<file path="config.mk">
export PLATFORM = sky130hd
export DESIGN_NAME = rtc_key_scheduler_flat
export DESIGN_NICKNAME = d
export VERILOG_FILES = /design/src/rtl/rtc_key_scheduler_if.sv /design/src/rtl/rtc_key_scheduler.sv /design/src/flat_wrapper.sv
export SDC_FILE = /design/constraint.sdc
export NUM_CORES = 1
export LEC_CHECK = 0
export ABC_AREA = 1
export CORE_MARGIN = 2
export CORE_UTILIZATION = 55
export DETAILED_ROUTE_END_ITERATION = 7
export GPL_TIMING_DRIVEN = 0
export PLACE_DENSITY = 0.83
export SETUP_SLACK_MARGIN = 0.02
export SLEW_MARGIN = 20
export SYNTH_ARGS = -nofsm -noshare
export SYNTH_HDL_FRONTEND = slang
export SYNTH_SLANG_ARGS = --single-unit
</file>
<file path="constraint.sdc">
create_clock -name sys_clk -period 1.5 [get_ports sys_clk]
set_input_delay 0.3 -clock sys_clk [delete_from_list [all_inputs] [get_ports sys_clk]]
set_output_delay 0.3 -clock sys_clk [all_outputs]
set_load 0.01 [all_outputs]
</file>
<file path="src/rtl/rtc_key_scheduler_if.sv">
// Configuration / key-offer port bundle for rtc_key_scheduler.
// key_par exists only when RTC_KEYSCHED_PARITY_EN is defined.
interface rtc_key_scheduler_if #(
    parameter int unsigned KEY_W    = 8,
    parameter int unsigned NUM_KEYS = 4
);
    localparam int unsigned IDX_W = (NUM_KEYS > 1) ? $clog2(NUM_KEYS) : 1;

    logic             cfg_enable;
    logic             cfg_we;
    logic [IDX_W-1:0] cfg_addr;
    logic [KEY_W-1:0] cfg_data;
    logic [KEY_W-1:0] key_out;
    logic [IDX_W-1:0] key_idx;
    logic             key_valid;
    logic             key_ack;
    logic             missed;
`ifdef RTC_KEYSCHED_PARITY_EN
    logic             key_par;
`endif

    // Driver side: configuration plus the key consumer.
    modport master (
        output cfg_enable, cfg_we, cfg_addr, cfg_data, key_ack,
        input  key_out, key_idx, key_valid, missed
`ifdef RTC_KEYSCHED_PARITY_EN
        , input key_par
`endif
    );

    // Scheduler side.
    modport slave (
        input  cfg_enable, cfg_we, cfg_addr, cfg_data, key_ack,
        output key_out, key_idx, key_valid, missed
`ifdef RTC_KEYSCHED_PARITY_EN
        , output key_par
`endif
    );
endinterface

</file>
<file path="src/rtl/rtc_key_scheduler.sv">
// Key-rotation controller: offers the next table key every TICKS_PER_CHANGE key_clk edges.
// Optional feature: define RTC_KEYSCHED_PARITY_EN to add the registered key_par output.
module rtc_key_scheduler #(
    parameter int unsigned KEY_W            = 8,
    parameter int unsigned NUM_KEYS         = 4,
    parameter int unsigned TICKS_PER_CHANGE = 1
) (
    input logic                sys_clk,
    input logic                rst_n,
    input logic                key_clk,
    rtc_key_scheduler_if.slave bus
);
    localparam int unsigned IDX_W = (NUM_KEYS > 1) ? $clog2(NUM_KEYS) : 1;
    localparam int unsigned CNT_W = (TICKS_PER_CHANGE > 1) ? $clog2(TICKS_PER_CHANGE) : 1;

    typedef enum logic [1:0] {IDLE, PRESENT, RUN} state_t;

    state_t           state_q, state_d;
    logic             prev_q;
    logic [CNT_W-1:0] cnt_q, cnt_d;
    logic [IDX_W-1:0] idx_q, idx_d;
    logic [KEY_W-1:0] key_q, key_d;
    logic             valid_q, valid_d;
    logic             missed_q, missed_d;
    logic [KEY_W-1:0] key_tbl [NUM_KEYS];

    logic             edge_c;
    logic             tick_c;
    logic [IDX_W-1:0] next_idx_c;
    logic [KEY_W-1:0] slot0_key_c;
    logic [KEY_W-1:0] next_key_c;

    assign edge_c     = key_clk & ~prev_q;
    // An edge arriving together with the ack already belongs to RUN.
    assign tick_c     = edge_c & ((state_q == RUN) | ((state_q == PRESENT) & bus.key_ack));
    assign next_idx_c = idx_q + IDX_W'(1);

    // Loads see a same-cycle table write (write-through).
    assign slot0_key_c = (bus.cfg_we && (bus.cfg_addr == '0)) ? bus.cfg_data : key_tbl[0];
    assign next_key_c  = (bus.cfg_we && (bus.cfg_addr == next_idx_c)) ? bus.cfg_data
                                                                      : key_tbl[next_idx_c];

    always_ff @(posedge sys_clk or negedge rst_n) begin
        if (!rst_n) begin
            for (int i = 0; i < int'(NUM_KEYS); i++) key_tbl[i] <= '0;
        end else if (bus.cfg_we) begin
            key_tbl[bus.cfg_addr] <= bus.cfg_data;
        end
    end

    always_ff @(posedge sys_clk or negedge rst_n) begin
        if (!rst_n) begin
            state_q  <= IDLE;
            prev_q   <= 1'b1;
            cnt_q    <= '0;
            idx_q    <= '0;
            key_q    <= '0;
            valid_q  <= 1'b0;
            missed_q <= 1'b0;
        end else begin
            state_q  <= state_d;
            prev_q   <= key_clk;
            cnt_q    <= cnt_d;
            idx_q    <= idx_d;
            key_q    <= key_d;
            valid_q  <= valid_d;
            missed_q <= missed_d;
        end
    end

    always_comb begin
        state_d  = state_q;
        cnt_d    = cnt_q;
        idx_d    = idx_q;
        key_d    = key_q;
        valid_d  = valid_q;
        missed_d = missed_q;

        if (!bus.cfg_enable) begin
            state_d = IDLE;
            valid_d = 1'b0;
            idx_d   = '0;
            cnt_d   = '0;
        end else begin
            case (state_q)
                IDLE: begin
                    state_d  = PRESENT;
                    key_d    = slot0_key_c;
                    idx_d    = '0;
                    cnt_d    = '0;
                    missed_d = 1'b0;
                    valid_d  = 1'b1;
                end
                PRESENT: begin
                    if (bus.key_ack) begin
                        state_d = RUN;
                        valid_d = 1'b0;
                    end else if (edge_c) begin
                        missed_d = 1'b1;
                    end
                end
                RUN:     valid_d = 1'b0;
                default: state_d = IDLE;
            endcase

            // Counted edge: either advance to the next slot or bump the tick count.
            if (tick_c) begin
                if (cnt_q == CNT_W'(TICKS_PER_CHANGE - 1)) begin
                    state_d = PRESENT;
                    idx_d   = next_idx_c;
                    key_d   = next_key_c;
                    cnt_d   = '0;
                    valid_d = 1'b1;
                end else begin
                    cnt_d = cnt_q + CNT_W'(1);
                end
            end
        end
    end

    assign bus.key_out   = key_q;
    assign bus.key_idx   = idx_q;
    assign bus.key_valid = valid_q;
    assign bus.missed    = missed_q;

`ifdef RTC_KEYSCHED_PARITY_EN
    logic par_q;

    always_ff @(posedge sys_clk or negedge rst_n) begin
        if (!rst_n) par_q <= 1'b0;
        else        par_q <= ^key_d;
    end

    assign bus.key_par = par_q;
`endif
endmodule

</file>
<file path="src/flat_wrapper.sv">
// flat-port wrapper written by rule: the top's interface ports become plain ports
module rtc_key_scheduler_flat 
#(
    parameter int unsigned KEY_W            = 8,
    parameter int unsigned NUM_KEYS         = 4,
    parameter int unsigned TICKS_PER_CHANGE = 1
)
  (sys_clk, rst_n, key_clk, bus_cfg_enable, bus_cfg_we, bus_cfg_addr, bus_cfg_data, bus_key_ack, bus_key_out, bus_key_idx, bus_key_valid, bus_missed);
  rtc_key_scheduler_if #(.KEY_W(KEY_W), .NUM_KEYS(NUM_KEYS)) bus_i ();
  input logic sys_clk;
  input logic rst_n;
  input logic key_clk;
  input wire logic [$bits(bus_i.cfg_enable)-1:0] bus_cfg_enable;
  input wire logic [$bits(bus_i.cfg_we)-1:0] bus_cfg_we;
  input wire logic [$bits(bus_i.cfg_addr)-1:0] bus_cfg_addr;
  input wire logic [$bits(bus_i.cfg_data)-1:0] bus_cfg_data;
  input wire logic [$bits(bus_i.key_ack)-1:0] bus_key_ack;
  output wire logic [$bits(bus_i.key_out)-1:0] bus_key_out;
  output wire logic [$bits(bus_i.key_idx)-1:0] bus_key_idx;
  output wire logic [$bits(bus_i.key_valid)-1:0] bus_key_valid;
  output wire logic [$bits(bus_i.missed)-1:0] bus_missed;
  assign bus_i.cfg_enable = bus_cfg_enable;
  assign bus_i.cfg_we = bus_cfg_we;
  assign bus_i.cfg_addr = bus_cfg_addr;
  assign bus_i.cfg_data = bus_cfg_data;
  assign bus_i.key_ack = bus_key_ack;
  assign bus_key_out = bus_i.key_out;
  assign bus_key_idx = bus_i.key_idx;
  assign bus_key_valid = bus_i.key_valid;
  assign bus_missed = bus_i.missed;
  rtc_key_scheduler #(.KEY_W(KEY_W), .NUM_KEYS(NUM_KEYS), .TICKS_PER_CHANGE(TICKS_PER_CHANGE)) u_core (.sys_clk(sys_clk), .rst_n(rst_n), .key_clk(key_clk), .bus(bus_i));
endmodule
</file>
==> results.yml, run 1 <==
synth:
  syn_area_sq_mm: 0.00236
  yosys_warnings: 0
  synth_seq_cells: 47
  yosysTopAreaCell: "dfrtp_1"
  synthCells: 307
  synth_top_area_share_pct: 48.8
  ys_seq_area_share_pct: 49.9
  synth_cell_type_count: 25
  synthTopCellsByArea: "dfrtp_1, nand2_1, nand3_1"
  syn_nets: 323
  synth_area_per_cell_sq_um: 7.69
clock_tree:
  cts_buffers: 5
  path_clk_slew_ps: 80
  clockBufferDepth: 2
  cts_sinks: 47
  cts_tree: "done"
  clk_latency_ps: 300
  hold_buffers: 0
  h-tree-depth: 2
  clockRootBuffer: "clkbuf_8"
floorplan:
  die_x_microns: 69.5
  num_rows: 23
  dieArea_sq_mm: 0.00483
  ios: 28
  core_area_sq_mm: 0.00406
  die_h_microns: 69.5
  initial_utilization_pct: 58.2
status:
  status: "finished with violations"
  violations: "hold timing"
placement:
  pre_cts_slack_ps: -347
  dp_hpwl_microns: 3990
  port_buffers: 27
  gp_congestion: 0.873
  dpl_cell_area_sq_mm: 0.00272
final_layout:
  final_area_sq_mm: 0.00298
  nets: 366
  num_antenna_cells: 0
  area_growth_pct: 26.2
  filler_cell_count: 310
  drive_gt1_share_pct: 17.4
  utilization_pct: 73.5
worst_setup_path:
  worstPathMaxFanout: 9
  setup.worst_path.end_class: "flop"
  worstSetupPathType: "reg -> reg"
  r2r_cells: 8
  start_kind: "flop"
  worst_ep_arrival_time_ps: 1650
  worstPathRequired_ps: 1730
timing:
  relSlewSlack_pct: 60.9
  finalMaxSlewViolations: 0
  worst_pin_slew_ps: 586
  setup_slack_ps: 88.2
  hold_violations: 23
  rsz0062_at_grt: "true"
  max_freq_mhz: 708
  layout_worst_path_cycle_share_pct: 94.1
  fin_crit_ps: 1410
  clock_skew_ps: 1.95
  hold_ws_ps: -7.77
  setup_viol: 0
min_path:
  min_path_type: "in -> async"
route:
  first_pass_iters: 4
  drt_iter0_drc: 114
  drt_wl_total_microns: 5530
  wl_per_cell_microns: 13.8
  drcViolationCount: 0
  via_count: 2138
  vias_per_cell: 5.33
  ant_nets: 0
power_and_ir_drop:
  intPower_mw: 2.15
  switchingPower_mw: 1.00
  p_per_area_mw_per_mm2: 1060
  p_clk_share_pct: 23.1
  seqPwrFrac_pct: 50.7
  leakage_nw: 1.53
  pwr-share-comb_pct: 26.2
  p_sw_share_pct: 31.7
  ir_worst_vdd_mv: 0.674
grt:
  overflow: 0
  grt_start_max_net_pins: 26
  antenna_found_initial: 0
  track_usage_pct: 24.5
  grt_pass1_wl_microns: 9490
  grt_pass1_vias: 2084
job:
  cap_violations: 0
[cell usage in the layout (no fill, tap or decap), drive strengths merged, types with 8 or more instances in the layout]
cell           count
nand2             93
dfrtp             46
nand3             34
buf               16
clkdlybuf4s50     11
nor2              34
dlygate4sd2       13
clkbuf             8
a21oi             16
inv               34
o21ai             35
[cell usage after synthesis]
master / count
buf_6: 2
nand3_4: 1
a21oi_1: 16
o21ai_1: 8
nand3_1: 31
o32ai_1: 1
o21ai_0: 27
a31oi_1: 1
nor3_1: 1
or2_1: 1
nand2_1: 92
nor2_2: 2
nor2_4: 2
buf_4: 3
nor2_1: 28
inv_1: 32
buf_2: 2
clkbuf_1: 3
dfrtp_1: 46
nand2_2: 1
nor2_8: 1
dfstp_2: 1
inv_2: 2
clkinv_1: 1
nand3_2: 2
[power by group through the flow]
stage / Sequential [mW] / Combinational (mW) / Clock, mW
2_1_floorplan: 1.64 / 0.431 / 0
3_3_place_gp: 1.62 / 0.773 / 0
3_5_place_dp: 1.62 / 0.801 / 0
4_1_cts: 1.59 / 0.755 / 0.746
5_1_grt: 1.62 / 0.934 / 0.796
6_report: 1.60 / 0.825 / 0.727
[path summary, 6_finish.rpt]
path / slack, ps / startpoint / endpoint
worst max-delay path: 90 / u_core.bus.key_idx[1] / u_core.bus.key_out[5]
worst min-delay path: -8 / rst_n / u_core.key_tbl[3]
worst max register to register: 90 / u_core.bus.key_idx[1] / u_core.bus.key_out[5]
worst min register to register: 490 / u_core.key_tbl[4] / u_core.key_tbl[4]
max in group asynchronous: 920 / rst_n / u_core.prev_q
min in group sys_clk: 430 / key_clk / u_core.prev_q
[area by class of cell]
| cell class | instances | area [sq um] | area share [%] |
|---|---|---|---|
| multi-input cells | 216 | 1100 | 36.9 |
| plain buffers | 10 | 76.3 | 2.56 |
| clock inverters | 3 | 15.0 | 0.504 |
| flip-flops and latches | 47 | 1180 | 39.5 |
| clock buffers | 5 | 68.8 | 2.31 |
| well taps | 50 | 62.6 | 2.10 |
| repair buffers | 35 | 347 | 11.6 |
| inverters | 35 | 135 | 4.53 |
[per-stage QoR]
stage          setup TNS [ps]  instances  power, mW
2_1_floorplan               0        307       2.07
3_3_place_gp           -63850        384       2.39
3_5_place_dp           -10250        385       2.42
4_1_cts                     0        393       3.10
5_1_grt                 -17.3        401       3.35
6_report                    0        401       3.15
[state kept, by name, summed over array words and instances (netlist names)]
name and cells:
u_core.bus.key_idx 2, u_core.bus.key_out 8, u_core.bus.key_valid 1, u_core.bus.missed 1
u_core.key_tbl 32, u_core.prev_q 1, u_core.state_q 2
[cell families (layout without fill, tap and decap cells)]
family          after synthesis  in the layout  synth area share [%]
compound gates               53             53                  11.4
buf+inv                      45             88                  8.37
simple gates                162            163                  30.3
flops                        47             47                  49.9
[critical path: stages (launching register included)]
cell	delay, ps
dfrtp_1	420
buf_6	160
nand2_4	80
inv_1	60
nor2_4	210
a21oi_1	110
nand2_1	70
nand3_1	90
a21oi_2	130
[what timing repair did]
item	4_1_cts	5_1_grt
pin swaps	0	6
buffers inserted	0	7
gates cloned	0	1
hold endpoints to repair	0	0
resized for setup	17	31
setup endpoints to repair	27	31
[metal layers]
| layer | GRT usage (%) | routed length, microns | share of wire [%] |
|---|---|---|---|
| met1 | 31.9 | 2370 | 43 |
| met4 | 7.63 | 59 | 1.1 |
| met3 | 4.65 | 275 | 5.0 |
| met2 | 41.6 | 2830 | 51 |
| met5 | 0 | 0 | 0 |
(Power assumes the default switching activity.)
==> inputs of run 2 (changes only) <==
--- a/config.mk
+++ b/config.mk
@@ -5,12 +5,11 @@
 export SDC_FILE = /design/constraint.sdc
 export NUM_CORES = 1
 export LEC_CHECK = 0
-export ABC_AREA = 1
 export CORE_MARGIN = 2
-export CORE_UTILIZATION = 55
+export CORE_UTILIZATION = 45
 export DETAILED_ROUTE_END_ITERATION = 7
 export GPL_TIMING_DRIVEN = 0
-export PLACE_DENSITY = 0.83
+export PLACE_DENSITY = 0.71
 export SETUP_SLACK_MARGIN = 0.02
 export SLEW_MARGIN = 20
 export SYNTH_ARGS = -nofsm -noshare
==> constraint.sdc (replaced) <==
create_clock -name sys_clk -period 1.7 [get_ports sys_clk]
set_input_delay 0.34 -clock sys_clk [delete_from_list [all_inputs] [get_ports sys_clk]]
set_output_delay 0.34 -clock sys_clk [all_outputs]
set_load 0.01 [all_outputs]
==> run 2 against run 1 <==
Critical endpoint unchanged. Count of clock-buffer cells in the layout unchanged. The run ends with setup timing left. Critical path type unchanged. Final area down 5.7%. Total power down 4.7%.
==> results.yml, run 2 <==
status:
  status: "finished with violations"
  violations: "setup timing"
final_layout:
  nets: 207
  area_growth_pct: 24.9
  final_area_sq_mm: 0.00281
  seqCellArea_sq_mm: 0.00118
  multiInputGateArea_sq_mm: 0.00107
  final_cell_mix: "dfrtp_1, mux2_2, clkdlybuf4s50_1"
  filler_cell_count: 397
  final_common_cell: "dfrtp_1"
  drive_gt1_share_pct: 36.5
  regMostFlops: "u_core.key_tbl"
  num_antenna_cells: 0
  largest_reg_flops: 32
clock_tree:
  clockBufferDepth: 2
  path_clk_slew_ps: 100
  cts_buffers: 5
  cts_tree: "done"
  cts_sinks: 47
  h-tree-depth: 2
  clk_latency_ps: 310
  clockRootBuffer: "clkbuf_8"
synth:
  yosysTopAreaCell: "dfrtp_1"
  synth_area_per_cell_sq_um: 14.3
  syn_area_sq_mm: 0.00225
  synth_edf_count: 0
  synth_most_common_cell: "dfrtp_1"
  synth_cell_type_count: 31
  synthFlopType: "dfrtp_1"
  synthCells: 157
  synth_seq_cells: 47
  synth_top_area_share_pct: 51.1
  yosys_warnings: 0
  syn_nets: 173
  ys_seq_area_share_pct: 52.3
  synthTopCellsByArea: "dfrtp_1, mux2_2, mux4_2"
  async_flop_share_pct: 100
  synth_common_cells: "dfrtp_1, mux2_2, nor2b_1, a221o_1, mux4_2"
placement:
  port_buffers: 24
  dpl_cell_area_sq_mm: 0.00261
  gp_congestion: 0.760
  dp_hpwl_microns: 3210
worst_setup_path:
  start_kind: "flop"
  worstPathMaxFanout: 8
  worst_ep_arrival_time_ps: 2020
  setup.worst_path.end_class: "flop"
  worstPathRequired_ps: 1900
  worstSetupPathType: "reg -> reg"
floorplan:
  die_h_microns: 74.7
  core_area_sq_mm: 0.00479
  num_rows: 25
  ios: 28
  die_x_microns: 74.7
  dieArea_sq_mm: 0.00558
  initial_utilization_pct: 47.0
route:
  via_count: 1458
  first_pass_iters: 4
  highest_layer: "met4"
  drt-met1-wl_microns: 2160
  wl_per_cell_microns: 18.7
  drcViolationCount: 0
  vias_per_cell: 5.63
  drt_iter0_drc: 63
  routed-wl-met2_microns: 2460
  drt_wl_total_microns: 4840
  wl_met3_microns: 153
  ant_nets: 0
power_and_ir_drop:
  p_clk_share_pct: 27.9
  pwr-share-comb_pct: 24.0
  intPower_mw: 2.23
  seqPwrFrac_pct: 48.1
  p_per_area_mw_per_mm2: 1070
  switchingPower_mw: 0.776
  p_sw_share_pct: 25.9
  leakage_nw: 1.14
  ir_worst_vdd_mv: 0.720
grt:
  overflow: 0
  antenna_found_initial: 0
  grt_start_max_net_pins: 27
  grt_pass1_vias: 1566
  track_usage_pct: 20.1
  grt_pass1_wl_microns: 8080
timing:
  fin_crit_ps: 1820
  setup_slack_ps: -125
  hold_violations: 0
  rsz0062_at_grt: "true"
  relSlewSlack_pct: 63.0
  max_freq_mhz: 548
  clock_skew_ps: 13.8
  hold_ws_ps: 509
  layout_worst_path_cycle_share_pct: 107
  finalMaxSlewViolations: 0
  setup_viol: 8
  worst_pin_slew_ps: 555
min_path:
  min_path_type: "in -> reg"
job:
  cap_violations: 0
## run 2: cell count changes after synthesis, moves of 23 or more
cell     delta
inv_1      -30
mux2_2     +40
nand2_1    -92
nand3_1    -29
nor2_1     -23
o21ai_0    -26
## run 2: cells by family after synthesis
family | Yosys count | synth area share [%]
buf+inv | 10 | 2.39
flops | 47 | 52.3
xor+xnor | 1 | 0.723
mux | 50 | 29.6
simple gates | 30 | 8.45
compound gates | 19 | 6.50
## run 2: what timing repair did
action                     in CTS  in global routing
pin swaps                       8                  1
hold buffers                    1                  0
buffers inserted                3                  0
setup endpoints to repair      10                 10
gates resized for setup        12                  4
hold endpoints to repair        4                  0
## run 2: worst paths after layout
| check | start | to | slack (ps) | depth (start not counted) |
|---|---|---|---|---|
| hold / removal | bus_cfg_addr[1] | u_core.key_tbl[26] | 510 | 3 |
| setup / recovery | u_core.bus.key_idx[1] | u_core.bus.key_out[5] | -120 | 4 |
| min in group asynchronous | rst_n | u_core.key_tbl[22] | 540 | 2 |
| max in group asynchronous | rst_n | u_core.prev_q | 570 | 3 |
| setup reg to reg | u_core.bus.key_idx[1] | u_core.bus.key_out[5] | -120 | 4 |
| hold reg to reg | u_core.key_tbl[23] | u_core.key_tbl[23] | 510 | 1 |
## run 2: final cells by class
class	instances	area share (%)
inverter	2	0.267
sequential	47	41.9
clock inverter	3	1.65
timing repair buffer	29	10.8
buffer	6	1.78
multi-input combinational	100	38.2
tap	67	2.98
clock buffer	5	2.45
## run 2: stage by stage
| step | total power [mW] | utilization [%] | setup TNS [ps] | std cells | setup slack [ps] |
|---|---|---|---|---|---|
| 2_1_floorplan | 1.86 | - | -756 | 157 | -97.1 |
| 3_3_place_gp | 2.10 | 54.1 | -45700 | 248 | -1070 |
| 3_5_place_dp | 2.15 | 54.5 | -4580 | 249 | -513 |
| 4_1_cts | 3.03 | 58.7 | -1010 | 261 | -140 |
| 5_1_grt | 3.17 | 58.7 | -1290 | 259 | -181 |
| 6_report | 3.00 | 58.7 | -885 | 259 | -125 |
## run 2: power groups by stage
stage / combinational, mW / clock, mW / sequential, mW
floorplan: 0.396 / 0 / 1.46
global placement: 0.658 / 0 / 1.45
detailed placement: 0.686 / 0 / 1.46
CTS: 0.725 / 0.860 / 1.44
global route: 0.782 / 0.915 / 1.47
finish: 0.721 / 0.837 / 1.44
## run 2: routing by layer
layer | up-vias | GRT usage, %
met5 | - | 0
met3 | 4 | 4.82
met2 | 33 | 34.3
li1 | 661 | -
met1 | 760 | 25.2
met4 | 0 | 6.55
## run 2: critical path, cell delays in order (launching register included)
cell     delay (ps)
dfrtp_2         470
buf_12          170
mux4_2          500
mux2_4          290
a221o_1         300
==> inputs of run 3 (changes only) <==
--- a/config.mk
+++ b/config.mk
@@ -5,6 +5,7 @@
 export SDC_FILE = /design/constraint.sdc
 export NUM_CORES = 1
 export LEC_CHECK = 0
+export CORE_ASPECT_RATIO = 2
 export CORE_MARGIN = 2
 export CORE_UTILIZATION = 45
 export DETAILED_ROUTE_END_ITERATION = 7
==> run 3 against run 2 <==
The run still ends with setup timing left. Clock skew shrank 7.2 ps. Via count grew 1.9%. First-iteration DRC count shrank 54%. Core utilization shrank 1.5 points. Clock power shrank 12%. Flip-flop and latch count is the same. Count of clock-buffer cells in the layout grew 3. Sequential share of layout area grew 0.38 points. Setup slack lost 27 ps. Final cell count shrank 3.9%. Die area grew 0.61%. Highest routed layer unchanged.
==> results.yml, run 3 (synthesis gave the netlist of run 2 again) <==
route:
  ant_nets: 0
  drt_wl_total_microns: 5180
  wl_per_cell_microns: 20.8
  drt_iter0_drc: 29
  first_pass_iters: 4
  via_count: 1485
  vias_per_cell: 5.96
  drcViolationCount: 0
power_and_ir_drop:
  switchingPower_mw: 0.758
  intPower_mw: 2.15
  ir_worst_vdd_mv: 0.693
  leakage_nw: 1.14
  pwr-share-comb_pct: 24.9
  p_sw_share_pct: 26.0
  p_per_area_mw_per_mm2: 1050
  seqPwrFrac_pct: 49.9
  p_clk_share_pct: 25.2
clock_tree:
  clockBufferDepth: 2
  clk_latency_ps: 300
  cts_buffers: 5
  cts_tree: "done"
  cts_sinks: 47
  path_clk_slew_ps: 80
  clockRootBuffer: "clkbuf_8"
  h-tree-depth: 2
final_layout:
  final_area_sq_mm: 0.00279
  filler_cell_count: 403
  drive_gt1_share_pct: 36.5
  stdcell_count: 249
  multiInputGateArea_sq_mm: 0.00107
  nets: 207
  area_growth_pct: 23.8
  final_cell_mix: "dfrtp_1, mux2_2, clkdlybuf4s50_1"
  regMostFlops: "u_core.key_tbl"
  final_common_cell: "dfrtp_1"
  seqCellArea_sq_mm: 0.00118
  num_antenna_cells: 0
  largest_reg_flops: 32
min_path:
  min_path_type: "in -> async"
status:
  status: "finished with violations"
  violations: "setup timing"
timing:
  max_freq_mhz: 540
  setup_viol: 8
  relSlewSlack_pct: 61.4
  layout_worst_path_cycle_share_pct: 109
  clock_skew_ps: 6.64
  hold_ws_ps: 479
  rsz0062_at_grt: "true"
  worst_pin_slew_ps: 578
  hold_violations: 0
  finalMaxSlewViolations: 0
  setup_slack_ps: -151
  fin_crit_ps: 1850
placement:
  gp_congestion: 0.767
  dp_hpwl_microns: 3570
  dpl_cell_area_sq_mm: 0.00259
  dpl.cell_count: 239
  port_buffers: 24
grt:
  overflow: 0
  grt_pass1_vias: 1646
  antenna_found_initial: 0
  track_usage_pct: 20.6
  grt_start_max_net_pins: 34
  grt_pass1_wl_microns: 8170
worst_setup_path:
  regToRegStartpoint: "u_core.bus.key_idx[1]"
  worstSetupStartpoint: "u_core.bus.key_idx[1]"
  worstPathMaxFanout: 7
  worstSetupPathType: "reg -> reg"
  worstPathRequired_ps: 1880
  setup.worst_path.end_class: "flop"
  worst_ep_arrival_time_ps: 2030
  start_kind: "flop"
floorplan:
  initial_utilization_pct: 46.3
  dieArea_sq_mm: 0.00562
  ios: 28
  die_h_microns: 104
  num_rows: 36
  core_area_sq_mm: 0.00486
  die_x_microns: 54.0
job:
  cap_violations: 0
run 3: power by group through the flow:
stage / clock [mW] / sequential [mW] / combinational, mW
finish: 0.734 / 1.45 / 0.724
global route: 0.799 / 1.47 / 0.782
CTS: 0.756 / 1.44 / 0.739
detailed placement: 0 / 1.47 / 0.697
global placement: 0 / 1.44 / 0.659
floorplan: 0 / 1.46 / 0.396
run 3: stage by stage:
| stage | total power, mW | setup WS (ps) | TNS (ps) | util (%) |
|---|---|---|---|---|
| finish | 2.91 | -151 | -1120 | 57.3 |
| global route | 3.05 | -214 | -1470 | 57.3 |
| CTS | 2.94 | -160 | -1190 | 57.5 |
| detailed placement | 2.16 | -574 | -4950 | 53.3 |
| global placement | 2.10 | -1020 | -44110 | 53.0 |
| floorplan | 1.86 | -97.1 | -756 | - |
run 3: metal layers:
| metal | wire length, microns | GRT usage (%) | part of all wire, % |
|---|---|---|---|
| met1 | 1910 | 23.1 | 37 |
| met2 | 2830 | 34.0 | 55 |
| met3 | 229 | 5.03 | 4.4 |
| met4 | 208 | 11.4 | 4.0 |
| met5 | 0 | 0 | 0 |
run 3: repair_timing:
item | in CTS | in global routing
endpoints found under the setup margin | 10 | 11
resized for setup | 13 | 2
hold buffers | 1 | 0
setup buffers | 4 | 0
hold endpoints to repair | 14 | 0
pin swaps | 8 | 1
run 3: final timing paths:
| check | endpoint | slack, ps | depth (start not counted) |
|---|---|---|---|
| min in group sys_clk | u_core.bus.missed | 500 | 1 |
| worst max register to register | u_core.bus.key_out[6] | -150 | 5 |
| worst min register to register | u_core.bus.missed | 500 | 1 |
| worst max-delay path | u_core.bus.key_out[6] | -150 | 5 |
| max in group asynchronous | u_core.prev_q | 660 | 3 |
| worst min-delay path | u_core.key_tbl[2] | 480 | 2 |
run 3: critical path, stage by stage (launching register included):
cell and delay (ps):
dfrtp_2 490, xnor2_4 190, mux2i_4 290, buf_12 170, mux2_4 300, a221o_1 300
run 3: cell type report:
type	instances	area share, %
inverter	2	0.269
clock buffer	8	3.59
tap	57	2.56
sequential	47	42.3
multi-input combinational	100	38.5
buffer	5	1.66
timing repair buffer	30	11.1
